## config.mk

```make
export PLATFORM = sky130hd
export DESIGN_NAME = btn_debounce
export DESIGN_NICKNAME = d
export VERILOG_FILES = /design/src/rtl/btn_debounce_pkg.sv /design/src/rtl/btn_debounce_db_cell.sv /design/src/rtl/btn_debounce.sv
export SDC_FILE = /design/constraint.sdc
export NUM_CORES = 1
export LEC_CHECK = 0
export CORE_ASPECT_RATIO = 1.2
export CORE_MARGIN = 2
export CORE_UTILIZATION = 47
export DETAILED_ROUTE_END_ITERATION = 8
export GPL_ROUTABILITY_DRIVEN = 0
export PLACE_DENSITY = 0.76
export SLEW_MARGIN = 25
export SYNTH_ARGS = -nofsm -noshare
export SYNTH_HDL_FRONTEND = slang
export SYNTH_HIERARCHICAL = 1
export SYNTH_SLANG_ARGS = --single-unit
export TNS_END_PERCENT = 30
```

## constraint.sdc

```tcl
create_clock -name clk -period 3.2 [get_ports clk]
set_input_delay 0.32 -clock clk [delete_from_list [all_inputs] [get_ports clk]]
set_output_delay 0.32 -clock clk [all_outputs]
set_load 0.005 [all_outputs]
```

## src/rtl/btn_debounce_pkg.sv

```systemverilog
// Shared debounce defaults: sample prescale for the 50 MHz board and for simulation, stability depth.
// Also provides the counter-width helper used by the prescaler and the per-bit filters.
package btn_debounce_pkg;

  localparam int PRESCALE_BOARD = 1000;  // 20 us sample period at 50 MHz
  localparam int PRESCALE_SIM   = 1;
  localparam int STABLE_DEFAULT = 4;

  // Bits needed to hold 0..n-1, never less than one.
  function automatic int cnt_width(input int n);
    return (n <= 1) ? 1 : $clog2(n);
  endfunction

endpackage

```

## src/rtl/btn_debounce_db_cell.sv

```systemverilog
// One input bit: 2-flop sync, tick-gated stability filter, edge pulses, sticky press latch.
// Latency: 2 clk sync + STABLE ticks; no backpressure, pulses are fire-and-forget.
module db_cell
  import btn_debounce_pkg::*;
#(
  parameter int STABLE = STABLE_DEFAULT
) (
  input  logic clk,
  input  logic reset,
  input  logic tick,
  input  logic raw,
  input  logic clr,
  output logic level,
  output logic press,
  output logic rel,
  output logic sticky
);

  localparam int            CW       = cnt_width(STABLE);
  localparam logic [CW-1:0] CNT_LAST = CW'(STABLE - 1);

  logic          s1;
  logic          s2;
  logic [CW-1:0] cnt;

  always_ff @(posedge clk or posedge reset) begin
    if (reset) begin
      s1     <= 1'b0;
      s2     <= 1'b0;
      cnt    <= '0;
      level  <= 1'b0;
      press  <= 1'b0;
      rel    <= 1'b0;
      sticky <= 1'b0;
    end else begin
      s1    <= raw;
      s2    <= s1;
      press <= 1'b0;
      rel   <= 1'b0;
      if (tick) begin
        if (s2 == level) begin
          cnt <= '0;
        end else if (cnt == CNT_LAST) begin
          level <= s2;
          cnt   <= '0;
          press <= s2;
          rel   <= ~s2;
        end else begin
          cnt <= cnt + CW'(1);
        end
      end
      // A press in flight outranks a simultaneous clear so no press is lost.
      if (press) begin
        sticky <= 1'b1;
      end else if (clr) begin
        sticky <= 1'b0;
      end
    end
  end

endmodule

```

## src/rtl/btn_debounce.sv

```systemverilog
// Debounces WIDTH raw buttons for PORTI; shared prescaler drives one sample tick for all bits.
// Latency: 2 clk + wait to next tick + (STABLE-1) ticks; no backpressure.
module btn_debounce
  import btn_debounce_pkg::*;
#(
  parameter int WIDTH    = 32,
  parameter int PRESCALE = PRESCALE_BOARD,
  parameter int STABLE   = STABLE_DEFAULT
) (
  input  logic             clk,
  input  logic             reset,
  input  logic [WIDTH-1:0] btn_raw,
  input  logic [WIDTH-1:0] clr,
  output logic [WIDTH-1:0] btn_o,
  output logic [WIDTH-1:0] press_p,
  output logic [WIDTH-1:0] release_p,
  output logic [WIDTH-1:0] sticky,
  output logic             tick_o
);

  localparam int             PCW     = cnt_width(PRESCALE);
  localparam logic [PCW-1:0] PC_LAST = PCW'(PRESCALE - 1);

  logic [PCW-1:0] pc;

  // tick_o is registered off the terminal count, so it trails pc by one cycle.
  always_ff @(posedge clk or posedge reset) begin
    if (reset) begin
      pc     <= '0;
      tick_o <= 1'b0;
    end else begin
      tick_o <= (pc == PC_LAST);
      pc     <= (pc == PC_LAST) ? '0 : pc + PCW'(1);
    end
  end

  for (genvar i = 0; i < WIDTH; i++) begin : g_cell
    db_cell #(
      .STABLE (STABLE)
    ) u_cell (
      .clk    (clk),
      .reset  (reset),
      .tick   (tick_o),
      .raw    (btn_raw[i]),
      .clr    (clr[i]),
      .level  (btn_o[i]),
      .press  (press_p[i]),
      .rel    (release_p[i]),
      .sticky (sticky[i])
    );
  end

endmodule

```

After elaboration in Yosys (flattened, before gate mapping)
Index checks and enable logic that the tools add are counted.
- output and inout port bits: 129
- word-level logic and storage cells: 773
- bits of input ports: 66
- bits in registers: 267
- add/subtract/negate cells: 33
- reduce and logical (&&, ||, !) cells: 64
- multiplexer cells: 321
- equal/unequal tests: 65
- bitwise gates (word level): 64
- operators by type and width (kind ; number):
    $mux W1 ; 256
    $mux W2 ; 64
    $reduce_and A3 Y1 ; 32
    $add A2 B1 Y2 const B ; 32
    $eq A2 B2 Y1 const B ; 32
    $not A1 Y1 ; 64
    $reduce_bool A2 Y1 ; 32
    $eq A1 B1 Y1 ; 32
    $add A10 B1 Y10 const B ; 1
    $eq A10 B10 Y1 const B ; 1
    $mux W10 ; 1

Depth between registers and ports, before layout
Gate-level depths: netlist of the first run.
- depth in word-level cells: 4
- mapped depth: 6
- gate-level depth less buffers: 5

Hierarchy
Netlist of the first run, hierarchy kept.
- by module, submodules not included (module ; cells each ; area each (um2) ; instances ; sequential area each (um2)):
    db_cell ; 23 ; 299.0 ; 32 ; 200.2
    btn_debounce ; 48 ; 531.8 ; 1 ; 275.3

Worst setup path before layout of the first run
OpenSTA, ideal clock, no wires.
- path kind: flip-flop to flip-flop
- from: reg tick_o
- to: reg g_cell[0].u_cell.level
- setup time: 125 ps
- clock period less this slack: 3250 ps
- buffers on the path: 0
- slack: -50 ps
- data arrival time: 3125 ps
- data required time: 3075 ps
- cell stages (with the launch flop): 3
- cells stage by stage: dfrtp_1 nand2_1 mux2_2
- cells in the longest elaborated chain, start to end: 1
- RTL lines (element ; line ; RTL):
    start: declaration ; btn_debounce.sv:18 ; output logic tick_o
    start signal: assignment ; btn_debounce.sv:32 ; tick_o <= (pc == PC_LAST);
    $reduce_and A3 Y1 (no source line) ; n/a ;
    end signal: assignment ; btn_debounce_db_cell.sv:31 ; level <= 1'b0;
    end signal: assignment ; btn_debounce_db_cell.sv:44 ; level <= s2;
    end: declaration ; btn_debounce_db_cell.sv:13 ; output logic level,
Every way passes these cells.
A chain may end at the register's enable or synchronous reset.

Worst setup path in the final report of the first run
- from: reg tick_o
- to: out tick_o
No word-level cell between the ends.

==> out/results.txt, run 1 <==
Buf+Inv Stages, Crit Path -> 1
syn avg cell area -> 12.9 um^2
cells on worst reg2reg path -> 3
WL final -> 18300 um
Worst setup EP type -> primary output
RSZ-0062 raised after global routing -> no
CTS Buf Count -> 27
DR WL/cell -> 14.1 um
Vias/cell -> 4.84
Clock Sink Count -> 267
Core Box Area -> 21000 um^2
Layout area overhead -> 31.1%
final worst path period need -> 2.31 ns
RR Startpoint -> tick_o
ys flop type -> dfrtp_1
worst path cell trace -> clkdlybuf4s50_1
worst relative slew slack -> 0.492
CP Launch Point -> tick_o
share of cells above drive strength 1 -> 0.0858
worst-path fanout max -> 64
combinational cell fraction of total power -> 0.030
# hold bufs at CTS -> 0
routing usage on met2 -> 0.287
flops & latches, synth -> 267
CP max-delay cell -> dfrtp_4
diodes inserted -> 0
clock slew at reported path FFs -> 0.06 ns
dpl hpwl -> 12900 um
Final period util -> 0.722
static leakage -> 0.00634 uW
GRT Resource Usage Total -> 0.165
Mapped Cells -> 784
routed vias -> 6275
Peak VDD IR -> 0.401 mV
critical setup path kind -> register to primary output
fillers -> 1605
# resized after CTS -> 0
leading post-synthesis cells by cell area -> dfrtp_1, inv_1, nor3b_1, ha_1, o22ai_1
top-count cell post-synth -> dfrtp_1
CTS tree -> done
grt met3 use -> 0.0338
clock power share -> 0.450
Largest delay share family, worst path -> flip-flops
number of H-tree levels -> 1
DIE AREA -> 22700 um^2
worst skew pair latency -> 0.52 ns
number of max-cap violations -> 0
global route overflow -> 0
Sw Share -> 0.203
io pins -> 195
R2R Path End -> g_cell[6].u_cell/cnt[0]
# Post-CTS Setup Buffers -> 0
final std cells w/o fill -> 1296
FMAX -> 433 MHz
sequential area share after synthesis -> 0.661
Final nets -> 1108
yosys warns -> 6
CP endpoint -> tick_o
Seq pwr share -> 0.521
Iter 0 DRT Violations -> 283
final hold viol count -> 0
Synthesized Nets -> 883
Setup TNS -> 0 ns
Port Buffers -> 194
Hold WC Path Type -> input pin to asynchronous set/reset pin
Yosys cell types -> 27
drt first pass iters -> 6
FP Rows -> 58
EDFF count, synth -> 0
Yosys top cell area share -> 0.661
routing usage on met1 -> 0.212
antenna-violating nets left -> 0
status -> complete, no violations
largest net degree at the start of global routing -> 65
Synth area leader -> dfrtp_1
async set or reset register ratio after synthesis -> 1.00
die height -> 165 um
WP depth -> 1
Cell Int Power -> 5270 uW
GRT busiest layer -> met2
final setup vio count -> 0
clk_skew -> 0.00805 ns
antenna violations before repair -> 1
WP data required -> 2.88 ns
WP data arrival -> 1.99 ns
most frequent cells after synthesis -> dfrtp_1, inv_1, nand2_1
Clock Path Buffers -> 3
vias in the first global route -> 6298
post-synthesis instance area -> 10100 um^2
DRC Markers -> 0
slew at the pin closest to its max-slew limit -> 0.761 ns
chip width -> 138 um
crit path launch type -> register
Worst path max stage delay -> 0.81 ns
PwrDens -> 500 nW/um^2
sw power -> 1340 uW
Slew Viols, Final -> 0
r2r setup slk -> 1.34 ns
global-route wire length before repair -> 30300 um
placed cell count -> 1250
Initial Util -> 0.480
clock root buffer -> clkbuf_16
Worst Hold Margin -> 0.127 ns
[power groups by stage]
stage                     logic, uW  registers [uW]  clock network, uW
after floorplan                89.8            3500                  0
after global placement          198            3500                  0
after detailed placement        201            3510                  0
after CTS                       203            3450               3070
after global routing            223            3450               3220
final                           195            3450               2970
[state kept, by name, indices dropped and copies added, names as in the netlist]
| signal | count |
|---|---|
| g_cell.u_cell/cnt | 64 |
| g_cell.u_cell/level | 32 |
| g_cell.u_cell/press | 32 |
| g_cell.u_cell/rel | 32 |
| g_cell.u_cell/s1 | 32 |
| g_cell.u_cell/s2 | 32 |
| g_cell.u_cell/sticky | 32 |
| pc | 10 |
| tick_o | 1 |
[stage by stage]
step           power, uW  worst slack [ns]  utilization  instance area (um^2)
4_1_cts             6720             0.840        0.629                 13200
6_report            6610             0.891        0.629                 13200
5_1_grt             6890             0.770        0.629                 13200
3_3_place_gp        3700              1.43        0.589                 12400
2_1_floorplan       3590              1.03            -                 10100
3_5_place_dp        3710              1.30        0.589                 12400
[worst min path at each step]
stage / start / endpoint / slack, ns / depth (start not counted)
after detailed placement: g_cell[7].u_cell/s1 / g_cell[7].u_cell/s2 / 0.33 / 0
after global placement: g_cell[17].u_cell/s1 / g_cell[17].u_cell/s2 / 0.33 / 0
final: reset / g_cell[22].u_cell/level / 0.13 / 2
after global routing: reset / g_cell[11].u_cell/cnt[1] / 0.16 / 2
after floorplan: reset / g_cell[0].u_cell/cnt[0] / 0.14 / 1
after CTS: reset / g_cell[21].u_cell/s2 / 0.14 / 2
[layer usage]
layer,share of wire,vias up
met1,0.42,3032
met3,0.056,26
met2,0.51,136
met4,0.018,2
li1,-,3079
met5,0.00087,-
[placed cells by master, fill, tap and decap left out, drive strengths merged]
master	count
buf	4
clkdlybuf4s50	193
or2	1
nor2b	1
clkbuf	37
nor4b	1
xnor2	35
o21ai	1
ha	33
nor2	7
o22ai	64
o211ai	1
a31oi	1
xor2	2
a21oi	2
nor4	1
bufinv	1
and3	2
nand2	67
or3b	32
a311o	1
mux2	32
dfrtp	267
a21o	32
nand3	5
inv	132
clkinv	6
a211o	1
nor3b	64
[kinds of logic after synthesis]
kind of cell             after synthesis  share of synthesized area
XOR/XNOR                              37                     0.0321
buffers and inverters                131                     0.0494
AND/OR/NAND/NOR                      181                      0.112
multiplexers                          32                     0.0357
AO/OA/AOI/OAI                        103                     0.0683
flip-flops                           267                      0.661
adder cells (fa/ha/maj)               33                     0.0409
[final cells by class]
| cell class | count | area (um^2) | area share |
|---|---|---|---|
| Sequential cell | 267 | 6690 | 0.505 |
| Multi-Input combinational cell | 386 | 2920 | 0.221 |
| Timing Repair Buffer | 197 | 1960 | 0.148 |
| Clock buffer | 37 | 773 | 0.0584 |
| Inverter | 130 | 488 | 0.0369 |
| Tap cell | 270 | 338 | 0.0255 |
| Clock inverter | 9 | 77.6 | 0.00586 |
[worst reg2reg max path: stages, from the launching register on]
cell	delay (ns)
dfrtp_4	0.81
buf_4	0.42
or3b_1	0.39
o22ai_1	0.15
(Power assumes the default switching activity.)
==> run 2, diff against run 1 <==
==> constraint.sdc (replaced) <==
create_clock -name clk -period 2.1 [get_ports clk]
set_input_delay 0.21 -clock clk [delete_from_list [all_inputs] [get_ports clk]]
set_output_delay 0.21 -clock clk [all_outputs]
set_load 0.005 [all_outputs]
==> run 2 against run 1 <==
Effect of this change: global-route usage is 0.33 points lower; die area stayed put; via count is 1.1% higher; final area is 0.90% higher; wire length is 0.71% lower; core utilization is 0.56 points higher; register-to-register slack worse by 0.90 ns; count of clock-buffer cells in the layout is 1 lower; clock power is 67% higher.
==> out/results.txt, run 2 (same netlist as run 1, synthesis figures left out) <==
r2r setup slk -> 0.44 ns
global-route wire length before repair -> 29800 um
WP data required -> 1.89 ns
routed wl met3 -> 920 um
Setup TNS -> 0 ns
static leakage -> 0.00639 uW
number of max-cap violations -> 0
# resized after CTS -> 0
R2R Path End -> pc[5]
share of cells above drive strength 1 -> 0.0893
GRT Resource Usage Total -> 0.162
Worst path max stage delay -> 0.61 ns
antenna violations before repair -> 0
Core Box Area -> 21000 um^2
routed vias -> 6342
io pins -> 195
final worst path period need -> 1.95 ns
placed cell area -> 12400 um^2
slew at the pin closest to its max-slew limit -> 0.774 ns
largest net degree at the start of global routing -> 70
DR WL/cell -> 14.0 um
Vias/cell -> 4.88
CP max-delay cell -> dfrtp_4
Port Buffers -> 194
worst-path fanout max -> 24
worst path cell trace -> clkdlybuf4s50_1
drt first pass iters -> 4
Iter 0 DRT Violations -> 189
FP Rows -> 58
dpl hpwl -> 12900 um
DIE AREA -> 22700 um^2
sw power -> 2130 uW
post-route cell area -> 13400 um^2
Buf+Inv Stages, Crit Path -> 1
Initial Util -> 0.480
Layout area overhead -> 32.3%
status -> complete, no violations
Worst Hold Margin -> 0.0142 ns
Final period util -> 0.929
vias in the first global route -> 6471
Clock Path Buffers -> 3
crit path launch type -> register
chip width -> 138 um
WP depth -> 1
worst skew pair latency -> 0.53 ns
diodes inserted -> 0
die height -> 165 um
most frequent cells in the layout -> dfrtp_1, clkdlybuf4s50_1, inv_1
clock root buffer -> clkbuf_16
number of H-tree levels -> 1
Reg with most FFs -> g_cell.u_cell/cnt
# Post-CTS Setup Buffers -> 0
RSZ-0062 raised after global routing -> no
DRC Markers -> 0
cells on worst reg2reg path -> 5
FMAX -> 513 MHz
Slew Viols, Final -> 0
global route overflow -> 0
Max Used Layer -> met4
PwrDens -> 787 nW/um^2
Sw Share -> 0.202
WL final -> 18200 um
CTS Buf Count -> 27
clock slew at reported path FFs -> 0.06 ns
worst relative slew slack -> 0.484
final hold viol count -> 0
Peak VDD IR -> 0.627 mV
leading cell type in the layout, fill and taps excluded -> dfrtp_1
Worst setup EP type -> primary output
antenna-violating nets left -> 0
Cell Int Power -> 8390 uW
fillers -> 1599
Largest delay share family, worst path -> flip-flops
clock power share -> 0.473
RR Startpoint -> pc[0]
CP endpoint -> tick_o
Final nets -> 1108
CP Launch Point -> tick_o
final setup vio count -> 0
wire length on met1 -> 7340 um
combinational cell fraction of total power -> 0.028
WP data arrival -> 1.74 ns
CTS tree -> done
critical setup path kind -> register to primary output
met2 WL -> 9540 um
Clock Sink Count -> 267
# hold bufs at CTS -> 0
clk_skew -> 0.0135 ns
Hold WC Path Type -> input pin to asynchronous set/reset pin
max FFs per register -> 64
Seq pwr share -> 0.499
[run 2: changes by cell type in the layout (fill, tap and decap cells not counted), sizes merged]
| cell | change |
|---|---|
| clkinv | +2 |
| bufinv | +3 |
| clkbuf | -1 |
[run 2: worst min path at each step]
stage / cells past startpoint / endpoint / start / slack (ns)
after detailed placement: 0 / g_cell[15].u_cell/s2 / g_cell[15].u_cell/s1 / 0.33
after floorplan: 1 / g_cell[0].u_cell/cnt[0] / reset / 0.03
final: 2 / g_cell[29].u_cell/rel / reset / 0.01
after global routing: 2 / g_cell[27].u_cell/cnt[1] / reset / 0.07
after CTS: 2 / g_cell[29].u_cell/rel / reset / 0.04
after global placement: 0 / g_cell[21].u_cell/s2 / g_cell[21].u_cell/s1 / 0.33
[run 2: layer usage]
layer  global-route usage  vias to the layer above
met2                0.291                      126
met1                0.197                     3106
met3               0.0335                       33
met5                    0                        -
li1                     -                     3077
met4               0.0450                        0
[run 2: cell type report]
class | instances | area [um^2] | share of cell area
clock buffers | 36 | 759 | 0.0568
clock inverters | 14 | 185 | 0.0139
inverters | 130 | 488 | 0.0365
multi-input cells | 386 | 2920 | 0.219
flip-flops and latches | 267 | 6690 | 0.500
well taps | 270 | 338 | 0.0253
repair buffers | 197 | 1980 | 0.149
[run 2: per-stage QoR]
step,worst slack (ns),util,total power (uW),instances
finish,0.150,0.635,10500,1300
CTS,0.100,0.635,10700,1300
global route,0.0763,0.635,10900,1300
global placement,0.506,0.590,5640,1250
detailed placement,0.444,0.590,5650,1250
floorplan,0.392,-,5470,784
[run 2: power groups by stage]
stage | clock (uW) | sequential, uW | combinational (uW)
final | 4970 | 5250 | 297
after global routing | 5340 | 5250 | 338
after CTS | 5130 | 5250 | 309
after detailed placement | 0 | 5340 | 307
after global placement | 0 | 5340 | 302
after floorplan | 0 | 5330 | 137
